===== config.mk =====
export PLATFORM = sky130hd
export DESIGN_NAME = wheel_pwm_driver
export DESIGN_NICKNAME = d
export VERILOG_FILES = /design/src/rtl/wheel_pwm_driver.sv
export SDC_FILE = /design/constraint.sdc
export NUM_CORES = 1
export LEC_CHECK = 0
export ABC_CLOCK_PERIOD_IN_PS = 5150
export CORE_MARGIN = 5
export CORE_UTILIZATION = 55
export DETAILED_ROUTE_END_ITERATION = 10
export GPL_ROUTABILITY_DRIVEN = 0
export PLACE_DENSITY_LB_ADDON = 0.08
export SYNTH_ARGS = -nofsm -noshare
export SYNTH_HDL_FRONTEND = slang
export SYNTH_SLANG_ARGS = --single-unit
export TNS_END_PERCENT = 30

===== constraint.sdc =====
create_clock -name clk -period 5.15 [get_ports clk]
set_input_delay 1.03 -clock clk [delete_from_list [all_inputs] [get_ports clk]]
set_output_delay 1.03 -clock clk [all_outputs]
set_load 0.005 [all_outputs]

===== src/rtl/wheel_pwm_driver.sv =====
// wheel_pwm_driver: soft-start / soft-stop PWM stage for the two wheel motors.
// A free-running counter forms the PWM period; duties ramp towards the
// commanded target once every RAMP_DIV periods, only at period boundaries.
module wheel_pwm_driver #(
    parameter int PWM_BITS  = 8,
    parameter int DUTY_MAX  = 200,
    parameter int RAMP_STEP = 8,
    parameter int RAMP_DIV  = 4
) (
    input  logic       clk,
    input  logic       rst,
    input  logic [1:0] wheel_cmd,
    input  logic       estop,
    output logic       pwm_l,
    output logic       pwm_r,
    output logic [1:0] settled,
    output logic       busy
);

    localparam int DIV_W = (RAMP_DIV > 1) ? $clog2(RAMP_DIV) : 1;
    localparam logic [PWM_BITS-1:0] CNT_LAST = '1;
    localparam logic [DIV_W-1:0]    DIV_LAST = DIV_W'(RAMP_DIV - 1);
    localparam logic [PWM_BITS:0]   DMAX     = (PWM_BITS + 1)'(DUTY_MAX);
    localparam logic [PWM_BITS:0]   STEP     = (PWM_BITS + 1)'(RAMP_STEP);

    typedef enum logic [1:0] {
        IDLE,
        ACCEL,
        DECEL,
        RUN
    } wheel_state_t;

    // Index 1 = left wheel, index 0 = right wheel throughout.
    logic [PWM_BITS-1:0] r_cnt;
    logic [DIV_W-1:0]    r_div;
    logic [1:0]          r_cmd_q;
    logic [PWM_BITS:0]   r_duty [2];
    wheel_state_t        r_state [2];
    logic                r_pwm_l;
    logic                r_pwm_r;

    logic                w_wrap;
    logic                w_tick;
    logic [PWM_BITS:0]   w_target [2];
    logic [PWM_BITS:0]   w_target_nxt [2];
    logic [PWM_BITS:0]   w_duty_nxt [2];
    wheel_state_t        w_state_nxt [2];

    assign w_wrap = (r_cnt == CNT_LAST);
    assign w_tick = w_wrap && (r_div == DIV_LAST);

    // Targets from the captured command (ramp, status) and from the command
    // being captured this edge (state, so state stays consistent with cmd_q).
    always_comb begin
        for (int unsigned i = 0; i < 2; i++) begin
            w_target[i]     = r_cmd_q[i]   ? DMAX : '0;
            w_target_nxt[i] = wheel_cmd[i] ? DMAX : '0;
        end
    end

    // Ramp each duty one step towards its target on a tick, clamping at target.
    always_comb begin
        for (int unsigned i = 0; i < 2; i++) begin
            w_duty_nxt[i] = r_duty[i];
            if (w_tick) begin
                if (r_duty[i] < w_target[i]) begin
                    w_duty_nxt[i] = (w_target[i] - r_duty[i] > STEP) ? r_duty[i] + STEP : w_target[i];
                end else if (r_duty[i] > w_target[i]) begin
                    w_duty_nxt[i] = (r_duty[i] - w_target[i] > STEP) ? r_duty[i] - STEP : w_target[i];
                end
            end
        end
    end

    // Per-wheel next state from the post-update duty and target; estop forces IDLE.
    always_comb begin
        for (int unsigned i = 0; i < 2; i++) begin
            w_state_nxt[i] = r_state[i];
            case (r_state[i])
                IDLE: begin
                    if (w_duty_nxt[i] < w_target_nxt[i]) w_state_nxt[i] = ACCEL;
                end
                ACCEL, DECEL: begin
                    if (w_duty_nxt[i] == w_target_nxt[i])
                        w_state_nxt[i] = (w_target_nxt[i] == '0) ? IDLE : RUN;
                    else if (w_duty_nxt[i] < w_target_nxt[i])
                        w_state_nxt[i] = ACCEL;
                    else
                        w_state_nxt[i] = DECEL;
                end
                RUN: begin
                    if (w_duty_nxt[i] > w_target_nxt[i])      w_state_nxt[i] = DECEL;
                    else if (w_duty_nxt[i] < w_target_nxt[i]) w_state_nxt[i] = ACCEL;
                end
                default: w_state_nxt[i] = IDLE;
            endcase
            if (estop) w_state_nxt[i] = IDLE;
        end
    end

    // Timebase: PWM counter always runs; ramp divider restarts on estop.
    always_ff @(posedge clk or posedge rst) begin
        if (rst) begin
            r_cnt <= '0;
            r_div <= '0;
        end else begin
            r_cnt <= r_cnt + 1'b1;
            if (estop) begin
                r_div <= '0;
            end else if (w_wrap) begin
                r_div <= (r_div == DIV_LAST) ? '0 : r_div + 1'b1;
            end
        end
    end

    // Command capture register.
    always_ff @(posedge clk or posedge rst) begin
        if (rst) r_cmd_q <= '0;
        else     r_cmd_q <= wheel_cmd;
    end

    // Duty, FSM state and registered PWM outputs.
    always_ff @(posedge clk or posedge rst) begin
        if (rst) begin
            for (int unsigned i = 0; i < 2; i++) begin
                r_duty[i]  <= '0;
                r_state[i] <= IDLE;
            end
            r_pwm_l <= 1'b0;
            r_pwm_r <= 1'b0;
        end else begin
            for (int unsigned i = 0; i < 2; i++) begin
                r_duty[i]  <= estop ? '0 : w_duty_nxt[i];
                r_state[i] <= w_state_nxt[i];
            end
            r_pwm_l <= !estop && ({1'b0, r_cnt} < r_duty[1]);
            r_pwm_r <= !estop && ({1'b0, r_cnt} < r_duty[0]);
        end
    end

    assign pwm_l      = r_pwm_l;
    assign pwm_r      = r_pwm_r;
    assign settled[1] = (r_duty[1] == w_target[1]);
    assign settled[0] = (r_duty[0] == w_target[0]);
    assign busy       = (r_state[1] == ACCEL) || (r_state[1] == DECEL) ||
                        (r_state[0] == ACCEL) || (r_state[0] == DECEL);

endmodule


==> out/qor.txt, run 1 <==
crit start category: flip-flop
Tightest Pin Transition: 0.783 ns
Starting DRT DRC Count: 186
Clock transition at path regs: 0.08 ns
DIE WIDTH: 92.0 um
crit path capture: r_state[1]
Nets: 480
Yosys warning total: 0
Vias per Instance: 6.62
switching share of power: 28.5%
vias in the first global route: 3152
Non-Filler Cell Area, Final: 0.00393 sq mm
Layout Utilization: 60.8%
max-slew violations: 0
Peak VDD IR: 0.103 mV
Post-CTS Resized: 0
Rel. slew slack: 47.2%
Placed Cells: 499
synth top area cells: dfrtp_1 24%, ha_1 16%, a21o_1 4.9%
filler instances: 592
CTS Buf Count: 5
Synth Net Count: 476
global route overflow: 0
Pre-Repair DR Iteration Count: 4
Post-Syn Area: 0.00370 sq mm
Starting Density: 57.2%
# DRC: 0
share of layout cells above drive strength 1: 7.21%
IO Count: 10
Die H: 92.0 um
area post-placement: 0.00384 sq mm
syn_area_per_cell: 8.70 sq um
Lkg Pwr: 1.75 nW
post-route insts no fill: 507
Longest Clk Path Bufs: 2
status: completed
Die ar.: 0.00846 sq mm
Total Neg Setup Slack: 0 ns
register area: 901 sq um
top cell type's share of synthesized area: 24.4%
Required @ worst endpoint: 5.28 ns
min Tclk post-route: 4.57 ns
Routed Wire Length: 9090 um
unique cell type count in the Yosys netlist: 73
# diodes: 0
antenna violations before repair: 0
top_reg_cell synth: dfrtp_1
crit-path max FO: 8
post-CTS setup buffers: 0
crit path launch: r_duty[3]
Max Cap Violations: 0
core area: 0.00646 sq mm
first-pass GRT wire length: 15400 um
clock skew: 0.00616 ns
RSZ-0062 raised after global routing: no
Power Density: 156 mW/mm^2
hold crit path type: flip-flop to flip-flop
WHS Path Cells: 2
CTS tree: built
WP data arrival: 4.70 ns
Layout area overhead: 6.33%
critical path class: flip-flop to flip-flop
maximum clock frequency: 219 MHz
r2r worst-path depth: 16
wire length per cell: 17.9 um
Logic pwr share: 18.1%
CP Cell Sequence: inv_1 -> ha_1 -> nor4b_1 -> a32oi_1 -> o31ai_1 -> nand4_1 -> o21ai_2 -> nand2_1 -> a21oi_1 -> nor2_1 -> a31o_2 -> ha_1 -> o2111a_1 -> nand3_1 -> a2111oi_0 -> nor4_1
R2R Setup Slk: 0.58 ns
area of the multi-input gates: 0.00259 sq mm
final setup margin: 0.583 ns
Post-CTS Hold Buffers: 0
row cnt: 29
area leader, netlist: dfrtp_1
dpl ws: 0.648 ns
part of the power in registers: 47.3%
DPL Wire Length: 6900 um
Max stage delay on crit path: 0.65 ns
root buf cell: clkbuf_8
cell repeated most along the worst path: ha_1
Final setup viols: 0
RR Startpoint: r_duty[3]
Vias: 3357
CP endpoint kind: flip-flop
slowest library cell on the worst path: nor4b_1
Post-synth ARST share: 100%
Fin. Hold Viols: 0
largest net degree at the start of global routing: 37
Synth Register Bits: 36
Post-synth EDFFs: 0
Cell Int Power: 0.439 mW
gr usage total: 22.1%
clock sink count: 36
Final ANT Viol Nets: 0
P_sw: 0.175 mW
Clk network pwr share: 34.6%
sequential cell area fraction in the yosys report: 24.4%
Mapped Cells: 425
H-tree depth: 2
worst reg2reg path endpoint: r_state[1]
Min Hold Slack: 0.533 ns
Skew-Pair Late Insertion Delay: 0.29 ns
Power Total: 0.614 mW
port bufs: 9
Tcrit/Tclk final: 88.7%
placed cells by master (no fill, tap or decap), types with 7 or more instances in the layout:
master / n
ha_1: 46
dfrtp_1: 36
inv_1: 33
nor2_1: 26
a21o_1: 24
a21oi_1: 22
nand2_1: 18
nand3_1: 16
xnor2_1: 14
and3_1: 12
nor3_1: 12
and2_1: 11
o21ai_0: 10
nand4_1: 9
clkdlybuf4s50_1: 9
nand2b_1: 8
xor2_1: 7
mux2i_1: 7
power by group through the flow:
stage                     Clock (mW)  Combinational, mW  Sequential (mW)
after global routing           0.230              0.124            0.290
after CTS                      0.219              0.111            0.290
after detailed placement           0              0.111            0.295
after floorplan                    0             0.0841            0.294
final                          0.212              0.111            0.290
after global placement             0              0.108            0.295
how the worst min path moves through the flow:
stage                         from       end
final                     r_div[1]  r_div[1]
after global routing      r_div[1]  r_div[1]
after CTS                 r_div[1]  r_div[1]
after detailed placement  r_div[1]  r_div[1]
after global placement    r_div[1]  r_div[1]
after floorplan           r_cnt[0]  r_cnt[0]
cell usage after synthesis (7+ instances only):
cell type / number
a21o_1: 24
ha_1: 46
nand2_1: 18
clkbuf_1: 11
and2_1: 11
and3_1: 12
mux2i_1: 7
nor2_1: 26
nor3_1: 12
nand3_1: 16
o21ai_0: 10
a21oi_1: 22
xor2_1: 7
nand4_1: 9
dfrtp_1: 36
xnor2_1: 14
nand2b_1: 8
inv_1: 33
flip-flops by register name, indices dropped and copies added, names as in the netlist:
name,count
pwm_l,1
pwm_r,1
r_cmd_q,2
r_cnt,8
r_div,2
r_duty,18
r_state,4
cells by family after synthesis:
logic type | Yosys count | synth area share (%)
muxes | 8 | 2.20
adders and majority gates | 46 | 15.6
xor gates and xnor gates | 21 | 4.98
AOI/OAI and AO/OA | 126 | 26.6
DFF | 36 | 24.4
and+or+nand+nor | 139 | 20.7
buffers and inverters | 49 | 5.62
layout make-up:
class / instances / area share [%]
multi-input combinational: 340 / 65.8
sequential: 36 / 22.9
inverter: 34 / 3.57
timing repair buffer: 12 / 2.87
tap: 77 / 2.45
clock buffer: 6 / 2.10
clock inverter: 2 / 0.255
metal layers:
metal  routed length (um)  track usage (%)  vias up
met5                    0                0        -
met3                  567             4.34       22
met1                 4030             29.0     1618
li1                     -                -     1609
met4                  201             9.53        0
met2                 4290             35.5      108
critical path: cells and delay by family, from the launching register on:
kind	cells	cell delay [ns]
compound gates	7	1.75
flops	1	0.51
fa+ha+maj	2	0.62
simple gates	6	1.37
buf+inv	1	0.15
Power figures use the tool's default switching activity.
==> run 2: changes to the inputs <==
--- a/config.mk
+++ b/config.mk
@@ -6,7 +6,7 @@
 export NUM_CORES = 1
 export LEC_CHECK = 0
 export ABC_CLOCK_PERIOD_IN_PS = 5150
-export CORE_MARGIN = 5
+export CORE_MARGIN = 4
 export CORE_UTILIZATION = 55
 export DETAILED_ROUTE_END_ITERATION = 10
 export GPL_ROUTABILITY_DRIVEN = 0
==> run 2 against run 1 <==
Effect of this change:
- routed wire length increased by 0.63%
- sequential cell count did not move
- global-route usage increased by 1.2 points
- first-iteration DRC count is 9.1% lower
- count of clock-buffer cells in the layout increased by 1
==> out/qor.txt, run 2 (synthesis gave the netlist of run 1 again) <==
commonest non-fill, non-tap cell in the layout: ha_1
Rel. slew slack: 44.4% (-2.8 points)
worst reg2reg path endpoint: r_state[1]
maximum clock frequency: 227 MHz (+3.7%)
crit path launch: r_duty[3]
core area: 0.00642 sq mm (-0.56%)
Logic pwr share: 17.8% (-0.3 points)
Longest Clk Path Bufs: 2 (unchanged)
root buf cell: clkbuf_8
filler instances: 578 (-2.4%)
hold crit path type: flip-flop to flip-flop
slowest library cell on the worst path: dfrtp_1
Non-Filler Cell Area, Final: 0.00393 sq mm (about the same)
global route overflow: 0 (unchanged)
Nets: 479 (-0.21%)
Total Neg Setup Slack: 0 ns (unchanged)
switching share of power: 27.3% (-1.1 points)
P_sw: 0.170 mW (-2.8%)
Lkg Pwr: 1.74 nW (-0.19%)
part of the power in registers: 46.7% (-0.6 points)
DPL Wire Length: 6820 um (-1.2%)
Largest Register: r_duty
gr usage total: 23.3% (+1.2 points)
Vias per Instance: 6.50 (-1.9%)
clock skew: 0.00712 ns (+0.000959 ns)
Final ANT Viol Nets: 0 (unchanged)
commonest cells after routing, fill and taps aside: 46 x ha_1, 36 x dfrtp_1, 33 x inv_1
WP data arrival: 4.54 ns (-0.16 ns)
Power Density: 158 mW/mm^2 (+1.2%)
max reg flops: 18 (unchanged)
Final setup viols: 0 (unchanged)
R2R Setup Slk: 0.75 ns (+0.16 ns)
area of the multi-input gates: 0.00259 sq mm (+0.24%)
share of layout cells above drive strength 1: 7.01% (-0.20 points)
instance count on the critical path: 16 (unchanged)
clock sink count: 36 (unchanged)
Tcrit/Tclk final: 85.5% (-3.2 points)
crit-path max FO: 9 (+1)
Vias: 3280 (-2.3%)
Layout Utilization: 61.2% (+0.38 points)
r2r worst-path depth: 16 (unchanged)
critical path class: flip-flop to flip-flop
Die ar.: 0.00810 sq mm (-4.3%)
Fin. Hold Viols: 0 (unchanged)
# diodes: 0 (unchanged)
port bufs: 9 (unchanged)
Clock transition at path regs: 0.07 ns (about the same)
first-pass GRT wire length: 15800 um (+2.9%)
status: completed
CP endpoint kind: flip-flop
Tightest Pin Transition: 0.824 ns (+0.0412 ns)
max-slew violations: 0 (unchanged)
Clk network pwr share: 35.5% (+0.9 points)
Layout area overhead: 6.40% (about the same)
register area: 901 sq um (unchanged)
RR Startpoint: r_duty[3]
Routed Wire Length: 9140 um (+0.63%)
Starting Density: 57.5% (+0.32 points)
CTS Buf Count: 5 (unchanged)
Power Total: 0.621 mW (+1.2%)
largest net degree at the start of global routing: 37 (unchanged)
Max stage delay on crit path: 0.47 ns (-0.18 ns)
Peak VDD IR: 0.0980 mV (-5.0%)
vias in the first global route: 3177 (+0.79%)
Largest regs: r_duty x18, r_cnt x8, r_state x4
Post-CTS Hold Buffers: 0 (unchanged)
Skew-Pair Late Insertion Delay: 0.29 ns (about the same)
CP top delay family: compound AO/OA/AOI/OAI gates
WHS Path Cells: 2 (unchanged)
Starting DRT DRC Count: 169 (-9.1%)
Pre-Repair DR Iteration Count: 5 (+1)
Critical path buffers and inverters: 1 (unchanged)
CTS tree: built
# DRC: 0 (unchanged)
cell repeated most along the worst path: ha_1
CP Cell Sequence: inv_1 -> ha_1 -> ha_1 -> nand2b_1 -> and3_1 -> a221oi_1 -> a21o_1 -> a41oi_1 -> o221ai_1 -> o21ai_0 -> mux2_2 -> ha_1 -> o2111a_1 -> nand3_1 -> a2111oi_0 -> nor4_1
DIE WIDTH: 90.0 um (-2.2%)
Required @ worst endpoint: 5.28 ns (about the same)
antenna violations before repair: 0 (unchanged)
wire length per cell: 18.1 um (+1.0%)
min Tclk post-route: 4.40 ns (-0.164 ns)
area post-placement: 0.00383 sq mm (-0.20%)
Max Cap Violations: 0 (unchanged)
H-tree depth: 2 (unchanged)
row cnt: 29 (unchanged)
IO Count: 10 (unchanged)
Die H: 90.0 um (-2.2%)
Cell Int Power: 0.451 mW (+2.8%)
crit start category: flip-flop
RSZ-0062 raised after global routing: no
crit path capture: r_state[1]
[run 2: changes by cell type in the layout (fill, tap and decap cells not counted), sizes merged]
cell / previous run / this run
buf: 3 / 2
clkbuf: 6 / 7
clkinv: 3 / 1
[run 2: per-stage QoR]
stage	setup WS, ns	std cells	hold WS, ns
final	0.748	505	0.557
after global routing	0.283	505	0.598
after CTS	0.660	505	0.545
after detailed placement	0.671	498	0.531
after global placement	0.730	498	0.509
after floorplan	1.29	425	0.465
[run 2: worst min-delay path by stage]
stage	startpoint	end	slack [ns]
2_1_floorplan	r_cnt[0]	r_cnt[0]	0.46
3_3_place_gp	r_div[1]	r_div[1]	0.51
3_5_place_dp	r_div[1]	r_div[1]	0.53
4_1_cts	r_div[1]	r_div[1]	0.55
5_1_grt	r_duty[9]	r_duty[9]	0.60
6_report	r_div[1]	r_div[1]	0.56
[run 2: power groups by stage]
| stage | combinational [mW] | sequential [mW] | clock [mW] |
|---|---|---|---|
| after detailed placement | 0.110 | 0.295 | 0 |
| after global placement | 0.107 | 0.295 | 0 |
| final | 0.111 | 0.290 | 0.220 |
| after global routing | 0.125 | 0.291 | 0.231 |
| after CTS | 0.110 | 0.290 | 0.220 |
| after floorplan | 0.0841 | 0.294 | 0 |
[run 2: layout make-up]
type | instances | share of cell area [%]
Sequential cell | 36 | 22.9
Tap cell | 77 | 2.45
Inverter | 34 | 3.56
Multi-Input combinational cell | 340 | 66.0
Timing Repair Buffer | 11 | 2.67
Clock buffer | 7 | 2.45
[run 2: metal layers]
| metal | GRT usage [%] | vias to the layer above | wire length [um] |
|---|---|---|---|
| met5 | 0 | - | 0 |
| met4 | 6.89 | 0 | 163 |
| met3 | 2.34 | 16 | 444 |
| met2 | 38.8 | 122 | 4210 |
| met1 | 32.0 | 1539 | 4320 |
| li1 | - | 1603 | - |
[run 2: timing repair]
action,in CTS,in global routing
setup buffers,0,0
endpoints found under the hold margin,0,0
setup endpoints to repair,0,1
resized for setup,0,1
[run 2: worst register-to-register path, stage by stage, from the launching register on]
cell and delay [ns]:
dfrtp_1 0.47, inv_1 0.17, ha_1 0.32, ha_1 0.23, nand2b_1 0.15, and3_1 0.21
a221oi_1 0.40, a21o_1 0.38, a41oi_1 0.18, o221ai_1 0.20, o21ai_0 0.11, mux2_2 0.29
ha_1 0.29, o2111a_1 0.18, nand3_1 0.15, a2111oi_0 0.45, nor4_1 0.09
